**config.mk**
```make
export PLATFORM = sky130hd
export DESIGN_NAME = biquad_inverse_filter_flat
export DESIGN_NICKNAME = d
export VERILOG_FILES = /design/src/rtl/biquad_inverse_filter_if.sv /design/src/rtl/biquad_inverse_filter.sv /design/src/flat_wrapper.sv
export SDC_FILE = /design/constraint.sdc
export NUM_CORES = 1
export LEC_CHECK = 0
export BUFFER_PORTS_ARGS = -buffer_cell sky130_fd_sc_hd__buf_2
export CORE_UTILIZATION = 62
export DETAILED_ROUTE_END_ITERATION = 16
export MAX_ROUTING_LAYER = met4
export PLACE_DENSITY = 0.81
export SLEW_MARGIN = 30
export SYNTH_ARGS = -nofsm -noshare
export SYNTH_HDL_FRONTEND = slang
export SYNTH_SLANG_ARGS = --single-unit
```
**constraint.sdc**
```tcl
create_clock -name clk -period 11.81 [get_ports clk]
set_input_delay 0.5905 -clock clk [delete_from_list [all_inputs] [get_ports clk]]
set_output_delay 0.5905 -clock clk [all_outputs]
set_load 0.1 [all_outputs]
```
**src/rtl/biquad_inverse_filter_if.sv**
```systemverilog
// biquad_inverse_filter_if: sample-in / result-out valid-ready streams
// master: producer of y_in and consumer of x_out (testbench or upstream logic)
// slave : the inverse filter itself
interface biquad_inverse_filter_if;
  logic              in_valid;
  logic              in_ready;
  logic signed [7:0] y_in;
  logic              out_valid;
  logic              out_ready;
  logic signed [7:0] x_out;
  logic              sat;
  modport master (output in_valid, y_in, out_ready, input in_ready, out_valid, x_out, sat);
  modport slave  (input in_valid, y_in, out_ready, output in_ready, out_valid, x_out, sat);
endinterface

```
**src/rtl/biquad_inverse_filter.sv**
```systemverilog
// biquad_inverse_filter: recovers x[k] = (y[k+1] - A*y[k]) * B_INV >>> FRAC from a first-order recursive section
// clk     : rising-edge clock
// rst_n   : asynchronous active-low reset
// i_flush : synchronous history clear and abort of the in-flight sample
// bus     : in_valid/in_ready/y_in sample stream, out_valid/out_ready/x_out/sat result stream
module biquad_inverse_filter #(
  parameter logic signed [7:0] A     = 8'sd10,
  parameter logic signed [7:0] B_INV = 8'sd26,
  parameter int                FRAC  = 7
) (
  input  logic                       clk,
  input  logic                       rst_n,
  input  logic                       i_flush,
  biquad_inverse_filter_if.slave     bus
);
  typedef enum logic [1:0] {IDLE, MUL_A, MUL_B, OUT} state_t;
  state_t             r_state, w_next;
  logic signed [7:0]  r_y_prev, r_y_cur, r_x_out;
  logic signed [16:0] r_acc, w_op_a;
  logic signed [7:0]  w_op_b;
  logic signed [24:0] w_prod, w_r;
  logic               r_sat, w_hi, w_lo;
  // one shared multiplier: A*y_prev in MUL_A, acc*B_INV otherwise
  assign w_op_a = (r_state == MUL_A) ? 17'(r_y_prev) : r_acc;
  assign w_op_b = (r_state == MUL_A) ? A : B_INV;
  assign w_prod = 25'(w_op_a) * 25'(w_op_b);
  assign w_r    = w_prod >>> FRAC;
  assign w_hi   = w_r > 25'sd127;
  assign w_lo   = w_r < -25'sd128;
  assign bus.in_ready  = r_state == IDLE;
  assign bus.out_valid = r_state == OUT;
  assign bus.x_out     = r_x_out;
  assign bus.sat       = r_sat;
  always_comb begin
    w_next = r_state;
    w_next = i_flush ? IDLE :
             r_state == IDLE  ? (bus.in_valid ? MUL_A : IDLE) :
             r_state == MUL_A ? MUL_B :
             r_state == MUL_B ? OUT :
             (bus.out_ready ? IDLE : OUT);
  end
  always_ff @(posedge clk or negedge rst_n) begin
    if (!rst_n) begin
      r_state  <= IDLE;
      r_y_prev <= '0;
      r_y_cur  <= '0;
      r_acc    <= '0;
      r_x_out  <= '0;
      r_sat    <= 1'b0;
    end else begin
      r_state <= w_next;
      if (i_flush) r_y_prev <= '0;
      else begin
        if (r_state == IDLE && bus.in_valid) r_y_cur <= bus.y_in;
        if (r_state == MUL_A) r_acc <= 17'(r_y_cur) - w_prod[16:0];
        if (r_state == MUL_B) begin
          r_x_out  <= w_hi ? 8'h7f : w_lo ? 8'h80 : w_r[7:0];
          r_sat    <= w_hi | w_lo;
          r_y_prev <= r_y_cur;
        end
      end
    end
  end
endmodule

```
**src/flat_wrapper.sv**
```systemverilog
// flat-port wrapper written by rule: the top's interface ports become plain ports
module biquad_inverse_filter_flat 
#(
  parameter logic signed [7:0] A     = 8'sd10,
  parameter logic signed [7:0] B_INV = 8'sd26,
  parameter int                FRAC  = 7
)
  (clk, rst_n, i_flush, bus_in_valid, bus_y_in, bus_out_ready, bus_in_ready, bus_out_valid, bus_x_out, bus_sat);
  biquad_inverse_filter_if bus_i ();
  input  logic clk;
  input  logic rst_n;
  input  logic i_flush;
  input wire logic [$bits(bus_i.in_valid)-1:0] bus_in_valid;
  input wire logic [$bits(bus_i.y_in)-1:0] bus_y_in;
  input wire logic [$bits(bus_i.out_ready)-1:0] bus_out_ready;
  output wire logic [$bits(bus_i.in_ready)-1:0] bus_in_ready;
  output wire logic [$bits(bus_i.out_valid)-1:0] bus_out_valid;
  output wire logic [$bits(bus_i.x_out)-1:0] bus_x_out;
  output wire logic [$bits(bus_i.sat)-1:0] bus_sat;
  assign bus_i.in_valid = bus_in_valid;
  assign bus_i.y_in = bus_y_in;
  assign bus_i.out_ready = bus_out_ready;
  assign bus_in_ready = bus_i.in_ready;
  assign bus_out_valid = bus_i.out_valid;
  assign bus_x_out = bus_i.x_out;
  assign bus_sat = bus_i.sat;
  biquad_inverse_filter #(.A(A), .B_INV(B_INV), .FRAC(FRAC)) u_core (.clk(clk), .rst_n(rst_n), .i_flush(i_flush), .bus(bus_i));
endmodule
```
==> results.py, run 1 <==
metrics = {
    "run_status": {
        "status": "finished clean",
    },
    "cts": {
        "clk_latency_ns": 0.30,
        "cts_tree": "built",
        "cts_made_buffers": 5,
        "htree_levels": 2,
        "ctsResizeCount": 0,
        "cts_buffer_depth": 2,
        "cts_setup_buffers": 0,
        "cts.sinks": 44,
        "cts_hold_buf": 0,
        "path_clk_slew_ns": 0.09,
        "root_buffer": "clkbuf_8",
    },
    "sta": {
        "max_freq_mhz": 174,
        "worstMarginPinSlew_ns": 0.816,
        "finalWorstPathRequiredPeriod_ns": 5.75,
        "skew_ns": 0.0105,
        "tns_ns": 0,
        "hold_viol_final": 0,
        "setup_viol": 0,
        "maxSlewViolCount": 0,
        "maxSlewHeadroom_pct": 45.5,
        "fin_crit_sh_pct": 48.6,
        "rsz0062_at_grt": "no",
    },
    "yosys": {
        "post-synth-top-area-cell": "dfrtp_1",
        "synth_warnings": 0,
        "synth_seq_cells": 44,
        "synth.most_common_cell": "ha_1",
        "syn-num-nets": 618,
        "syn_inst": 524,
        "yosys-top-cells-area": "dfrtp_1 (24%), ha_1 (20%), nand2_1 (4.4%)",
        "synth_edf_count": 0,
        "seq_area_frac_synth_pct": 24.1,
        "netlist.area_leader.share_pct": 24.1,
        "avgSynthCellArea_um2": 8.73,
        "syn_area_um2": 4570,
        "synthFlopType": "dfrtp_1",
        "synth_cell_types": 59,
        "synthArstFlopShare_pct": 100,
        "synth_common_cells": "ha_1 (72), nand2_1 (54), inv_1 (50)",
    },
    "grt": {
        "grt_max_degree": 45,
        "grt_pass1_wl_mm": 16.7,
        "antenna_found_initial": 0,
        "grt_remaining_overflow": 0,
        "grt_usage_pct": 29.0,
        "grt_pass1_vias": 3589,
    },
    "routing": {
        "route.detailed.drc": 0,
        "drt_iter0_drc": 209,
        "drt.antenna.violating_nets": 0,
        "drt-wirelength-per-cell_um": 15.9,
        "num_vias": 3830,
        "viasPerCell": 6.03,
        "first_pass_iters": 4,
        "wl_mm": 10.1,
    },
    "critical_path": {
        "slowest_delay_ns": 0.57,
        "r2r_start": "u_core.r_state[1]$_DFF_PN0_",
        "cp.required_ns": 12.00,
        "timing.critical_path.from": "u_core.r_state[1]$_DFF_PN0_",
        "crit_chain": "nand2b_1 > a21oi_1 > inv_1 > ha_1 > ha_1 > xor2_1 > ha_1 > ha_1 > fa_1 > a21o_1 > nand3_1 > a21oi_1 > nor2_1 > xor2_1 > ha_1 > and2_1 > a31oi_1 > o21ai_1 > o21a_1 > or3_1",
        "cp_max_fo": 21,
        "cp_num_buf_inv": 1,
        "crit_type": "flop to flop",
        "slowest_stage": "nand2b_1",
        "worst_path_most_repeated_cell": "ha_1",
        "critPathTopFamily": "adder cells",
        "cp.arrival_ns": 5.93,
        "endpoint_kind": "flop",
        "start_kind": "flop",
        "reg2reg_slack_ns": 6.06,
    },
    "floorplan": {
        "die_area_um2": 7720,
        "core_area_um2": 6940,
        "die_h_um": 87.9,
        "start_util_pct": 65.9,
        "fp-row-count": 30,
        "ios": 24,
        "dieWidth_um": 87.9,
    },
    "final_layout": {
        "syn_to_final_growth_pct": 5.83,
        "final_area_um2": 4840,
        "postLayoutCoreUtil_pct": 69.7,
        "n_antenna_cell": 0,
        "nNetsFinal": 633,
        "drive_above_1_share_pct": 10.6,
    },
    "job": {
        "max_cap_violations": 0,
    },
    "worst_hold_path": {
        "hold_class": "primary input to async pin",
    },
    "placement": {
        "gp_congestion": 0.934,
        "port_buffers": 23,
        "postPlaceCellArea_um2": 4750,
        "dp_hpwl_mm": 7.99,
    },
}
layout by cell type (no fill, tap or decap), drive strengths merged, types with 4 or more instances in the layout:
cell,count
a211oi,6
a21o,23
a21oi,33
a31oi,4
and2,20
buf,24
clkbuf,5
dfrtp,44
fa,9
ha,72
inv,50
mux2,8
nand2,54
nand2b,10
nand3,7
nor2,19
nor2b,4
nor3,5
o211ai,12
o21a,7
o21ai,29
o31ai,5
o41ai,4
or2,10
or3,4
xnor2,15
xor2,16
path summary, 6_finish.rpt:
| path | end | cells past startpoint |
|---|---|---|
| max | u_core.r_acc[15]$_DFFE_PN0P_ | 20 |
| min | u_core.r_acc[5]$_DFFE_PN0P_ | 1 |
| max reg2reg | u_core.r_acc[15]$_DFFE_PN0P_ | 20 |
| min reg2reg | u_core.r_acc[11]$_DFFE_PN0P_ | 2 |
| max in group asynchronous | u_core.r_y_prev[7]$_DFFE_PN0P_ | 1 |
| min in group clk | u_core.r_acc[11]$_DFFE_PN0P_ | 2 |
state kept, by name (all words and copies together) (netlist names):
| name | cells |
|---|---|
| u_core.r_acc | 17 |
| u_core.r_y_prev | 8 |
| u_core.bus.x_out | 8 |
| u_core.r_state | 2 |
| u_core.r_y_cur | 8 |
| u_core.bus.sat | 1 |
area by class of cell:
class / count / area [um2]
Clock buffer: 5 / 68.8
Clock inverter: 2 / 12.5
Sequential cell: 44 / 1100
Tap cell: 96 / 120
Timing Repair Buffer: 24 / 125
Fill cell: 585 / 2100
Inverter: 50 / 188
Multi-Input combinational cell: 414 / 3220
metal layers:
metal / GRT usage (%) / vias up / share of wire, %
met5: - / - / 0
met4: 10.6 / 0 / 2.9
met3: 3.30 / 25 / 2.9
met2: 51.4 / 87 / 51
met1: 33.6 / 1836 / 43
li1: - / 1882 / -
metrics by stage:
step / hold slack, ns / cells / worst slack (ns)
finish: 0.270 / 635 / 6.06
global route: 0.311 / 635 / 5.72
CTS: 0.468 / 635 / 6.12
detailed placement: 0.462 / 628 / 6.15
global placement: 0.454 / 628 / 6.32
floorplan: 0.295 / 524 / 6.79
kinds of logic after synthesis:
family | share of synthesized area [%]
compound gates | 21.7
xor+xnor | 5.94
fa+ha+maj | 23.6
buf+inv | 5.61
flops | 24.1
mux | 2.41
simple gates | 16.6
Power of run 1 is not shown: default switching activity piles up to over one toggle a cycle in this logic, so the estimate is an artifact.
==> inputs of run 2 (changes only) <==
==> constraint.sdc (replaced) <==
create_clock -name clk -period 5.7 [get_ports clk]
set_input_delay 0.285 -clock clk [delete_from_list [all_inputs] [get_ports clk]]
set_output_delay 0.285 -clock clk [all_outputs]
set_load 0.1 [all_outputs]
==> run 2 against run 1 <==
Net effect: flip-flop and latch count did not move; maximum frequency grew 6.6%; setup slack got worse by 5.8 ns; sequential share of layout area decreased by 0.27 points; worst hold slack worse by 0.087 ns; die area stayed put; clock skew is 0.0028 ns higher; clock-buffer cell count is 2 higher; routed wire length down 1.3%; critical path depth decreased by 1; non-clock buffer count up 3; final area rose by 1.2%; critical endpoint is now u_core.r_acc[16]$_DFFE_PN0P_; largest cell class unchanged.
==> results.py, run 2 (same netlist as run 1, synthesis figures left out) <==
metrics = {
    "run_status": {
        "status": "finished clean",
    },
    "final_layout": {
        "stdcell_count": 639,
        "fillCellCount": 591,
        "nNetsFinal": 636,
        "final_cell_mix": "ha_1 (72), nand2_1 (54), inv_1 (50)",
        "drive_above_1_share_pct": 11.4,
        "syn_to_final_growth_pct": 7.11,
        "final_area_um2": 4900,
        "n_antenna_cell": 0,
        "regMostFlops": "u_core.r_acc",
        "layout_commonest_cell": "ha_1",
        "largest_reg_flops": 17,
    },
    "floorplan": {
        "ios": 24,
        "core_area_um2": 6940,
        "die_area_um2": 7720,
        "dieWidth_um": 87.9,
        "start_util_pct": 65.9,
        "die_h_um": 87.9,
        "fp-row-count": 30,
    },
    "sta": {
        "fin_crit_sh_pct": 94.6,
        "skew_ns": 0.0133,
        "max_freq_mhz": 185,
        "setup_viol": 0,
        "hold_viol_final": 0,
        "tns_ns": 0,
        "worstMarginPinSlew_ns": 0.716,
        "finalWorstPathRequiredPeriod_ns": 5.39,
        "rsz0062_at_grt": "no",
        "maxSlewHeadroom_pct": 52.2,
        "maxSlewViolCount": 0,
    },
    "worst_hold_path": {
        "hold_class": "primary input to flop",
    },
    "routing": {
        "first_pass_iters": 4,
        "drt-wirelength-per-cell_um": 15.6,
        "viasPerCell": 5.85,
        "met2WireLength_mm": 4.96,
        "wl_mm": 10.0,
        "route.detailed.drc": 0,
        "topRoutingLayerUsed": "met4",
        "wirelength_met1_mm": 4.37,
        "drt_iter0_drc": 166,
        "num_vias": 3741,
        "wl_met3_um": 340,
        "drt.antenna.violating_nets": 0,
    },
    "grt": {
        "grt_pass1_vias": 3683,
        "grt_pass1_wl_mm": 16.5,
        "grt_remaining_overflow": 0,
        "grt_max_degree": 37,
        "antenna_found_initial": 0,
        "grt_usage_pct": 28.7,
    },
    "cts": {
        "path_clk_slew_ns": 0.09,
        "cts_buffer_depth": 2,
        "clk_latency_ns": 0.31,
        "cts.sinks": 44,
        "cts_setup_buffers": 0,
        "cts_made_buffers": 5,
        "htree_levels": 2,
        "cts_tree": "built",
        "root_buffer": "clkbuf_8",
    },
    "critical_path": {
        "r2r_start": "u_core.r_state[1]$_DFF_PN0_",
        "timing.critical_path.from": "u_core.r_state[1]$_DFF_PN0_",
        "reg2regPathDepth": 19,
        "reg2reg_slack_ns": 0.31,
        "cp.required_ns": 5.92,
        "cp.arrival_ns": 5.61,
        "setup.worst_path.end": "u_core.r_acc[16]$_DFFE_PN0P_",
        "rr_endpoint": "u_core.r_acc[16]$_DFFE_PN0P_",
        "start_kind": "flop",
        "crit_type": "flop to flop",
        "cp_max_fo": 12,
        "endpoint_kind": "flop",
    },
    "placement": {
        "postPlaceCellArea_um2": 4770,
        "dp.cells": 630,
        "port_buffers": 23,
        "dp_hpwl_mm": 7.89,
        "gp_congestion": 0.908,
    },
    "job": {
        "max_cap_violations": 0,
    },
}
[run 2: stage by stage]
step | utilization [%] | hold slack [ns] | setup slack, ns
after floorplan | - | -0.0106 | 0.680
after global placement | 68.5 | 0.455 | 0.356
after detailed placement | 68.8 | 0.243 | 0.287
after CTS | 70.3 | 0.173 | 0.196
after global routing | 70.5 | 0.176 | 0.0217
final | 70.5 | 0.182 | 0.308
[run 2: critical path, cell delays in order, from the launching register on]
cell	delay, ns
dfrtp_1	0.51
nand2b_1	0.30
and2_1	0.24
a21o_1	0.17
ha_1	0.29
ha_1	0.32
xor2_1	0.17
ha_1	0.32
ha_1	0.26
fa_1	0.42
a21o_1	0.21
a21oi_1	0.18
xor2_1	0.28
ha_1	0.33
a21oi_1	0.19
nor3b_1	0.26
a211oi_1	0.15
o31ai_1	0.33
a21oi_1	0.11
o31ai_1	0.24
[run 2: per-layer routing]
| metal | vias to the layer above | global-route usage (%) |
|---|---|---|
| met4 | 0 | 11.8 |
| met1 | 1744 | 33.2 |
| met2 | 85 | 50.2 |
| li1 | 1887 | - |
| met5 | - | - |
| met3 | 25 | 3.58 |
[run 2: worst min path at each step]
| stage | start | to | slack (ns) | cells past startpoint |
|---|---|---|---|---|
| floorplan | rst_n | u_core.bus.sat$_DFFE_PN0P_ | -0.01 | 0 |
| global placement | u_core.bus.x_out[7]$_DFFE_PN0P_ | u_core.bus.x_out[7]$_DFFE_PN0P_ | 0.45 | 2 |
| detailed placement | rst_n | u_core.r_y_prev[4]$_DFFE_PN0P_ | 0.24 | 1 |
| CTS | bus_out_ready | u_core.r_state[1]$_DFF_PN0_ | 0.17 | 2 |
| global route | bus_y_in[2] | u_core.r_y_cur[2]$_DFFE_PN0P_ | 0.18 | 3 |
| finish | bus_out_ready | u_core.r_state[1]$_DFF_PN0_ | 0.18 | 2 |
[run 2: area by class of cell]
class / count / area (um2) / area share, %
tap: 96 / 120 / 2.45
multi-input combinational: 414 / 3240 / 66.1
clock buffer: 7 / 86.3 / 1.76
sequential: 44 / 1100 / 22.5
clock inverter: 1 / 7.51 / 0.153
timing repair buffer: 27 / 160 / 3.27
inverter: 50 / 188 / 3.83
[run 2: timing repair]
| action | in CTS | in global routing |
|---|---|---|
| endpoints found under the setup margin | 0 | 3 |
| resized for setup | 0 | 3 |
| endpoints found under the hold margin | 16 | 0 |
| hold buffers | 1 | 0 |
Power of run 2 is left out for the same reason.
==> inputs of run 3 (changes only) <==
--- a/config.mk
+++ b/config.mk
@@ -6,10 +6,10 @@
 export NUM_CORES = 1
 export LEC_CHECK = 0
 export BUFFER_PORTS_ARGS = -buffer_cell sky130_fd_sc_hd__buf_2
-export CORE_UTILIZATION = 62
+export CORE_UTILIZATION = 51
 export DETAILED_ROUTE_END_ITERATION = 16
 export MAX_ROUTING_LAYER = met4
-export PLACE_DENSITY = 0.81
+export PLACE_DENSITY = 0.68
 export SLEW_MARGIN = 30
 export SYNTH_ARGS = -nofsm -noshare
 export SYNTH_HDL_FRONTEND = slang
==> run 3 against run 2 <==
Net effect: the flow now finishes with violations (design-rule violations); clock-buffer cell count is 1 lower; routed wire length is 1.4% higher; sequential share of layout area is 0.19 points lower; first-iteration DRC count is 23% lower; maximum frequency is 0.60% lower.
==> results.py, run 3 (same netlist as run 1, synthesis figures left out) <==
metrics = {
    "run_status": {
        "status": "finished, violations left",
        "violations": "design-rule violations",
    },
    "routing": {
        "route.detailed.drc": 1,
        "wirelength_met1_mm": 4.59,
        "drt_iter0_drc": 128,
        "first_pass_iters": 10,
        "num_vias": 3690,
        "drt.antenna.violating_nets": 0,
        "drt-wirelength-per-cell_um": 15.6,
        "met2WireLength_mm": 5.21,
        "topRoutingLayerUsed": "met4",
        "viasPerCell": 5.67,
        "wl_mm": 10.1,
        "wl_met3_um": 202,
    },
    "grt": {
        "antenna_found_initial": 0,
        "grt_remaining_overflow": 0,
        "grt_pass1_vias": 3800,
        "grt_max_degree": 45,
        "grt_pass1_wl_mm": 17.6,
        "grt_usage_pct": 23.3,
    },
    "critical_path": {
        "cp.required_ns": 5.90,
        "cp.arrival_ns": 5.62,
        "cp_max_fo": 15,
        "start_kind": "flop",
        "endpoint_kind": "flop",
        "crit_type": "flop to flop",
        "reg2reg_slack_ns": 0.28,
    },
    "sta": {
        "tns_ns": 0,
        "skew_ns": 0.0114,
        "fin_crit_sh_pct": 95.2,
        "max_freq_mhz": 184,
        "maxSlewHeadroom_pct": 50.3,
        "finalWorstPathRequiredPeriod_ns": 5.42,
        "maxSlewViolCount": 0,
        "setup_viol": 0,
        "worstMarginPinSlew_ns": 0.745,
        "hold_viol_final": 0,
    },
    "final_layout": {
        "postLayoutCoreUtil_pct": 56.8,
        "syn_to_final_growth_pct": 8.26,
        "nNetsFinal": 636,
        "layout_commonest_cell": "ha_1",
        "regMostFlops": "u_core.r_acc",
        "n_antenna_cell": 0,
        "final_area_um2": 4950,
        "multi_input_area_um2": 3250,
        "final_cell_mix": "ha_1 (72), nand2_1 (54), inv_1 (50)",
        "regArea_um2": 1100,
        "largest_reg_flops": 17,
        "drive_above_1_share_pct": 12.5,
        "stdcell_count": 651,
        "fillCellCount": 803,
    },
    "floorplan": {
        "fp-row-count": 34,
        "start_util_pct": 52.4,
        "dieWidth_um": 96.7,
        "die_area_um2": 9350,
        "ios": 24,
        "core_area_um2": 8720,
        "die_h_um": 96.7,
    },
    "cts": {
        "clk_latency_ns": 0.31,
        "root_buffer": "clkbuf_8",
        "htree_levels": 2,
        "cts.sinks": 44,
        "path_clk_slew_ns": 0.10,
        "cts_buffer_depth": 2,
        "cts_made_buffers": 5,
        "cts_tree": "built",
    },
    "placement": {
        "port_buffers": 23,
        "postPlaceCellArea_um2": 4770,
        "dp_hpwl_mm": 8.10,
        "gp_congestion": 0.839,
        "dp.cells": 641,
    },
    "worst_hold_path": {
        "hold_class": "primary input to flop",
    },
    "job": {
        "max_cap_violations": 0,
    },
}
run 3: area by class of cell:
cell class                      count  area share [%]
Clock inverter                      2           0.783
Sequential cell                    44            22.3
Multi-Input combinational cell    414            65.7
Timing Repair Buffer               27            3.03
Inverter                           50            3.79
Clock buffer                        6            1.67
Tap cell                          108            2.73
run 3: stage by stage:
stage,hold slack [ns],setup slack [ns]
6_report,0.156,0.276
3_5_place_dp,0.326,0.198
5_1_grt,0.167,-0.00826
2_1_floorplan,-0.0106,0.680
3_3_place_gp,0.453,0.272
4_1_cts,0.148,0.134
run 3: final timing paths:
path | cells past startpoint | start | to
min in group asynchronous | 2 | rst_n | u_core.r_y_cur[5]$_DFFE_PN0P_
max | 18 | u_core.r_state[1]$_DFF_PN0_ | u_core.r_acc[15]$_DFFE_PN0P_
max in group asynchronous | 2 | rst_n | u_core.r_state[0]$_DFF_PN0_
max reg2reg | 18 | u_core.r_state[1]$_DFF_PN0_ | u_core.r_acc[15]$_DFFE_PN0P_
min reg2reg | 2 | u_core.r_acc[14]$_DFFE_PN0P_ | u_core.r_acc[14]$_DFFE_PN0P_
min | 2 | bus_out_ready | u_core.r_state[1]$_DFF_PN0_
run 3: worst max-delay path: stages, from the launching register on:
cell and delay [ns]:
dfrtp_2 0.50, nand2b_1 0.27, buf_4 0.24, and2_1 0.19, a21o_1 0.18, ha_1 0.30
ha_1 0.33, xor2_1 0.18, ha_1 0.35, fa_1 0.47, a21o_1 0.22, a21oi_1 0.19
xor2_1 0.29, ha_1 0.35, or3_1 0.34, o211ai_1 0.18, o21ai_1 0.20, o21a_1 0.20
or3_1 0.36
run 3: repair_timing:
action	4_1_cts	5_1_grt
hold buffers	1	0
resized for setup	0	8
endpoints found under the setup margin	0	8
endpoints found under the hold margin	27	0
buffers inserted	0	1
run 3: metal layers:
layer | global-route usage (%) | vias to the layer above
li1 | - | 1894
met1 | 28.2 | 1749
met2 | 41.9 | 36
met3 | 2.24 | 11
met4 | 5.17 | 0
met5 | - | -
Power of run 3 is left out for the same reason.
